[config.mk]
export PLATFORM = sky130hd
export DESIGN_NAME = cdb_sender_fifo_flat
export DESIGN_NICKNAME = d
export VERILOG_FILES = /design/src/rtl/cdb_sender_fifo_if.sv /design/src/rtl/cdb_sender_fifo.sv /design/src/flat_wrapper.sv
export SDC_FILE = /design/constraint.sdc
export NUM_CORES = 1
export LEC_CHECK = 0
export ABC_AREA = 1
export ABC_CLOCK_PERIOD_IN_PS = 3800
export BUFFER_PORTS_ARGS = -buffer_cell sky130_fd_sc_hd__buf_2
export CAP_MARGIN = 25
export CELL_PAD_IN_SITES_DETAIL_PLACEMENT = 1
export CELL_PAD_IN_SITES_GLOBAL_PLACEMENT = 2
export CORE_UTILIZATION = 39
export DETAILED_ROUTE_END_ITERATION = 10
export GPL_TIMING_DRIVEN = 0
export PLACE_DENSITY_LB_ADDON = 0.1
export SKIP_LAST_GASP = 1
export SLEW_MARGIN = 15
export SYNTH_ARGS = -nofsm -noshare
export SYNTH_HDL_FRONTEND = slang
export SYNTH_SLANG_ARGS = --single-unit
[constraint.sdc]
create_clock -name clk -period 3.8 [get_ports clk]
set_input_delay 0.19 -clock clk [delete_from_list [all_inputs] [get_ports clk]]
set_output_delay 0.19 -clock clk [all_outputs]
set_load 0.05 [all_outputs]
[src/rtl/cdb_sender_fifo_if.sv]
// Shared CDB result type and the valid/ready handshake bundle that carries it
// from a sender (execution-side buffer) to a receiver (the common data bus).
package cdb_pkg;
  localparam int ROB_ID_W = 5;
  localparam int XLEN     = 32;

  typedef struct packed {
    logic                r_valid;
    logic [ROB_ID_W-1:0] rob_id;
    logic [XLEN-1:0]     data;
  } cdb_info_t;
endpackage

// Handshake: a beat transfers on any rising edge where valid && ready; the
// sender keeps valid and data stable until that happens, and valid never
// depends combinationally on ready.
interface handshake_if;
  import cdb_pkg::*;

  logic      valid;
  logic      ready;
  cdb_info_t data;

  modport sender   (output valid, output data, input  ready);
  modport receiver (input  valid, input  data, output ready);
endinterface

[src/rtl/cdb_sender_fifo.sv]
// Buffers execution-unit results and presents them in order on the CDB.
// Beats with r_valid=0 are accepted but dropped; flush empties the buffer.
module cdb_sender_fifo
  import cdb_pkg::*;
#(
  parameter int DEPTH = 4
) (
  input  logic        clk,
  input  logic        rst_n,
  input  logic        flush,
  input  logic        exe_valid_i,
  input  cdb_info_t   exe_data_i,
  output logic        exe_ready_o,
  handshake_if.sender cdb_handshake
);

  localparam int PTR_W = $clog2(DEPTH);
  localparam int CNT_W = PTR_W + 1;
  localparam logic [CNT_W-1:0] FULL_CNT = CNT_W'(DEPTH);
  localparam logic [CNT_W-1:0] CNT_ONE  = CNT_W'(1);
  localparam logic [PTR_W-1:0] PTR_ONE  = PTR_W'(1);

  if (DEPTH < 2 || (DEPTH & (DEPTH - 1)) != 0) begin : g_bad_depth
    $error("cdb_sender_fifo: DEPTH must be a power of two and at least 2");
  end

  cdb_info_t        mem_q [DEPTH];
  logic [PTR_W-1:0] rd_ptr_q, rd_ptr_d;
  logic [PTR_W-1:0] wr_ptr_q, wr_ptr_d;
  logic [CNT_W-1:0] count_q, count_d;

  logic      full;
  logic      empty;
  logic      push;
  logic      pop;
  cdb_info_t rd_data;

  // Back-pressure looks only at the registered count, so CDB ready never
  // reaches exe_ready_o and a full buffer refuses even while it pops.
  always_comb begin
    full        = (count_q == FULL_CNT);
    empty       = (count_q == '0);
    exe_ready_o = !full;
    push        = exe_valid_i && !full && !flush && exe_data_i.r_valid;
    pop         = !empty && cdb_handshake.ready && !flush;
  end

  always_comb begin
    rd_ptr_d = rd_ptr_q;
    wr_ptr_d = wr_ptr_q;
    count_d  = count_q;
    if (flush) begin
      rd_ptr_d = '0;
      wr_ptr_d = '0;
      count_d  = '0;
    end else begin
      if (push) wr_ptr_d = wr_ptr_q + PTR_ONE;
      if (pop)  rd_ptr_d = rd_ptr_q + PTR_ONE;
      case ({push, pop})
        2'b10:   count_d = count_q + CNT_ONE;
        2'b01:   count_d = count_q - CNT_ONE;
        default: count_d = count_q;
      endcase
    end
  end

  always_ff @(posedge clk or negedge rst_n) begin
    if (!rst_n) begin
      rd_ptr_q <= '0;
      wr_ptr_q <= '0;
      count_q  <= '0;
    end else begin
      rd_ptr_q <= rd_ptr_d;
      wr_ptr_q <= wr_ptr_d;
      count_q  <= count_d;
    end
  end

  // Storage is never cleared; stale slots are hidden by the empty mask below.
  always_ff @(posedge clk) begin
    if (push) mem_q[wr_ptr_q] <= exe_data_i;
  end

  always_comb begin
    rd_data = empty ? '0 : mem_q[rd_ptr_q];
  end

  assign cdb_handshake.valid = !empty;
  assign cdb_handshake.data  = rd_data;

  a_count_in_range: assert property (@(posedge clk) disable iff (!rst_n)
    count_q <= FULL_CNT);

  a_hold_while_stalled: assert property (@(posedge clk) disable iff (!rst_n)
    (!empty && !cdb_handshake.ready && !flush) |=> (!empty && $stable(rd_data)));

endmodule

[src/flat_wrapper.sv]
// flat-port wrapper written by rule: the top's interface ports become plain ports
module cdb_sender_fifo_flat import cdb_pkg::*;
#(
  parameter int DEPTH = 4
)
  (clk, rst_n, flush, exe_valid_i, exe_data_i, exe_ready_o, cdb_handshake_valid, cdb_handshake_data, cdb_handshake_ready);
  handshake_if cdb_handshake_i ();
  input  logic clk;
  input  logic rst_n;
  input  logic flush;
  input  logic exe_valid_i;
  input  cdb_info_t exe_data_i;
  output logic exe_ready_o;
  output wire logic [$bits(cdb_handshake_i.valid)-1:0] cdb_handshake_valid;
  output wire logic [$bits(cdb_handshake_i.data)-1:0] cdb_handshake_data;
  input wire logic [$bits(cdb_handshake_i.ready)-1:0] cdb_handshake_ready;
  assign cdb_handshake_valid = cdb_handshake_i.valid;
  assign cdb_handshake_data = cdb_handshake_i.data;
  assign cdb_handshake_i.ready = cdb_handshake_ready;
  cdb_sender_fifo #(.DEPTH(DEPTH)) u_core (.clk(clk), .rst_n(rst_n), .flush(flush), .exe_valid_i(exe_valid_i), .exe_data_i(exe_data_i), .exe_ready_o(exe_ready_o), .cdb_handshake(cdb_handshake_i));
endmodule
==> metrics.cfg <==
[outcome]
run_status = finished clean

[synthesis]
synth_top_area_share = 0.714
synth-seq-area-share = 0.741
synth_top_cells_by_area = edfxtp_1 (71%), nor2_1 (9.2%), o21ai_0 (5.2%)
yosys.area.top_type = edfxtp_1
synth-edff-count = 152
synth.distinct_cells = 26
postSynthNetCount = 560
ys.warnings.count = 0
synth-seq-cells = 159
synth.cell_area_um2 = 6390
synth.avg_cell_area_um2 = 12.5
synth_ff_type = edfxtp_1
asyncSetResetFlopFracSynth = 0.0440
synthesis.instances = 512

[worst_setup_path]
cp.buffers_inverters = 4
timing.critical_path.mode_cell = buf_2
r2r_startpoint = u_core.count_q[0]
setup.worst_path.start_class = flop
top_family_by_delay_on_critical_path = buffers and inverters
crit_type = flop to output port
critical_path_start = u_core.rd_ptr_q[0]
timing.rr.end = u_core.mem_q[2][18]
r2r_slack_ns = 1.82
endpoint_kind = output port
crit_path_cell_trace = buf_2 -> inv_2 -> clkbuf_1 -> o21ai_0 -> a21oi_1 -> buf_2
crit_path_capture = cdb_handshake_data[14]
required_ns = 3.61
critPathArrivalTime_ns = 2.29
timing.critical_path.depth = 6
reg2reg_depth = 5
critPathSlowestCell = clkbuf_1
critical_path.max_fanout = 10
critical_path.max_stage_delay_ns = 0.45

[die]
core.rowCount = 46
floorplan.die_area_um2 = 16900
core_area_um2 = 15900
chipWidth_um = 130
floorplan.initialDensity = 0.401
number_of_primary_i_o_pins = 83
die_height_um = 130

[grt]
antenna_found_initial = 0
pin_count_of_the_biggest_net_entering_global_routing = 21
grt_pass1_wl_um = 25100
grt_overflow = 0
first_global_vias = 4581
groute.usage.overall = 0.208

[place]
place_inst = 816
placer_s_final_routability_congestion_estimate = 0.808
detailedPlacementHpwl_um = 10600
placed_area_um2 = 7260
io_buffers = 82
dp_slack_ns = 1.67

[power_and_ir_drop]
report.power.total_mw = 4.53
power_leakage_nw = 3.12
power_density_nw_per_um2 = 547
vdd_drop_max_v = 0.000339

[layout]
num_antenna_cells = 0
num-nets-final = 706
layout-area-overhead-vs-synth_pct = 29.5
drive_above_1_share = 0.224
final_cell_count_no_fill = 887
fin_area_um2 = 8280

[cts]
cts.reportedPaths.clkPinSlew_ns = 0.06
clockBufferDepth = 2
h-tree-depth = 4
tritoncts.num_buffers = 17
cts_tree = built
cts_root_buffer = clkbuf_16
cts.sink_count = 159
clk_latency_ns = 0.43
ctsResizeCount = 0

[routing]
met1_wl_um = 7380
initialDrtViolationCount = 228
met2WireLength_um = 8680
finalWirelength_um = 16600
firstDrtPassIters = 4
average_via_count_per_standard_cell = 4.94
remaining_drc_errors = 0
antenna_violating_nets_post_route = 0
wl_met3_um = 409
detailroute.via_count = 4382
dr.max_layer_used = met4
avgRoutedWirePerCell_um = 18.7

[timing]
final.setup_skew_ns = 0.0160
worst_max_slew_margin_expressed_relative_to_the_limit = 0.484
clock.fmax_ghz = 0.403
post-route-min-period_ns = 2.48
worst-slew-pin-transition_ns = 0.772
layout_worst_path_cycle_share = 0.652
unrepaired_setup_endpoints_after_global_routing = false
timing.final.ws_setup_ns = 1.32
finalSetupViolations = 0
drv_slew = 0
report.final.hold_viol_count = 0
final.hold.worst_slack_ns = 0.0548

[run]
cap_viol_max_count = 0

[hold_path]
timing.hold.worst.class = input port to flop

cell type report:
| type | instances | area [um^2] |
|---|---|---|
| inverter | 13 | 48.8 |
| tap | 216 | 270 |
| multi-input combinational | 311 | 1480 |
| sequential | 159 | 4740 |
| clock buffer | 25 | 465 |
| fill | 1688 | 7670 |
| buffer | 29 | 151 |
| clock inverter | 7 | 160 |
| timing repair buffer | 127 | 958 |
Yosys cell counts (2+ instances only):
| cell | n |
|---|---|
| nor2_1 | 157 |
| edfxtp_1 | 152 |
| o21ai_0 | 67 |
| a21oi_1 | 40 |
| nand2_1 | 12 |
| o21ai_1 | 12 |
| buf_2 | 11 |
| clkbuf_1 | 9 |
| inv_1 | 9 |
| dfrtp_1 | 7 |
| nand3_1 | 6 |
| buf_4 | 5 |
| ha_1 | 4 |
| inv_2 | 4 |
| nand2_4 | 4 |
| clkbuf_2 | 2 |
| nand2_2 | 2 |
timing repair:
item / 4_1_cts / 5_1_grt
endpoints found under the hold margin: 159 / 0
hold buffers: 39 / 0
buffers inserted: 0 / 0
kinds of logic (layout without fill, tap and decap cells):
kind of cell / after synthesis / in the layout / share of synthesized area
compound gates: 120 / 120 / 0.0949
xor+xnor: 1 / 1 / 0.00137
fa+ha+maj: 5 / 5 / 0.0110
buf+inv: 42 / 201 / 0.0313
flops: 159 / 159 / 0.741
simple gates: 185 / 185 / 0.120
state kept, by name, summed over array words and instances (netlist names):
name	cells
u_core.rd_ptr_q	2
u_core.wr_ptr_q	2
u_core.count_q	3
u_core.mem_q	152
worst min-delay path, stage by stage:
cell and delay [ns]:
buf_2 0.10, nor2_2 0.06, nand2_1 0.05, nand2_1 0.05
per-layer routing:
layer	GRT usage	vias to the layer above
met5	0	-
met4	0.0650	0
met3	0.0451	15
met2	0.371	63
met1	0.252	2214
li1	-	2090
report_power, final:
group | internal [mW] | switching, mW | leakage [nW]
clock | 1.18 | 0.644 | 0.303
sequential | 1.95 | 0.0129 | 1.47
combinational | 0.191 | 0.547 | 1.34
through the flow:
| step | utilization | setup TNS (ns) |
|---|---|---|
| 3_5_place_dp | 0.455 | 0 |
| 3_3_place_gp | 0.444 | -63.02 |
| 4_1_cts | 0.519 | 0 |
| 2_1_floorplan | - | 0 |
| 5_1_grt | 0.519 | 0 |
| 6_report | 0.519 | 0 |
layout by cell type (no fill, tap or decap), types with 2 or more instances in the layout:
cell type,netlist,routed
a21oi_1,40,40
buf_16,0,5
buf_2,11,93
buf_4,5,5
bufinv_16,0,5
clkbuf_1,9,16
clkbuf_16,0,17
clkbuf_2,2,2
clkinv_2,0,2
dfrtp_1,7,7
dlygate4sd3_1,0,39
edfxtp_1,152,152
ha_1,4,4
inv_1,9,9
inv_2,4,4
nand2_1,12,12
nand2_2,2,2
nand2_4,4,4
nand3_1,6,6
nor2_1,157,153
nor2_4,1,5
o21ai_0,67,67
o21ai_1,12,12
worst min path at each step:
stage / start / depth (start not counted) / slack, ns / endpoint
floorplan: rst_n / 0 / -0.11 / u_core.count_q[0]
global placement: rst_n / 1 / 0.04 / u_core.count_q[0]
detailed placement: rst_n / 1 / 0.05 / u_core.count_q[0]
CTS: flush / 4 / 0.04 / u_core.count_q[2]
global route: flush / 4 / 0.07 / u_core.count_q[2]
finish: flush / 4 / 0.05 / u_core.count_q[2]
Power figures use the tool's default switching activity.
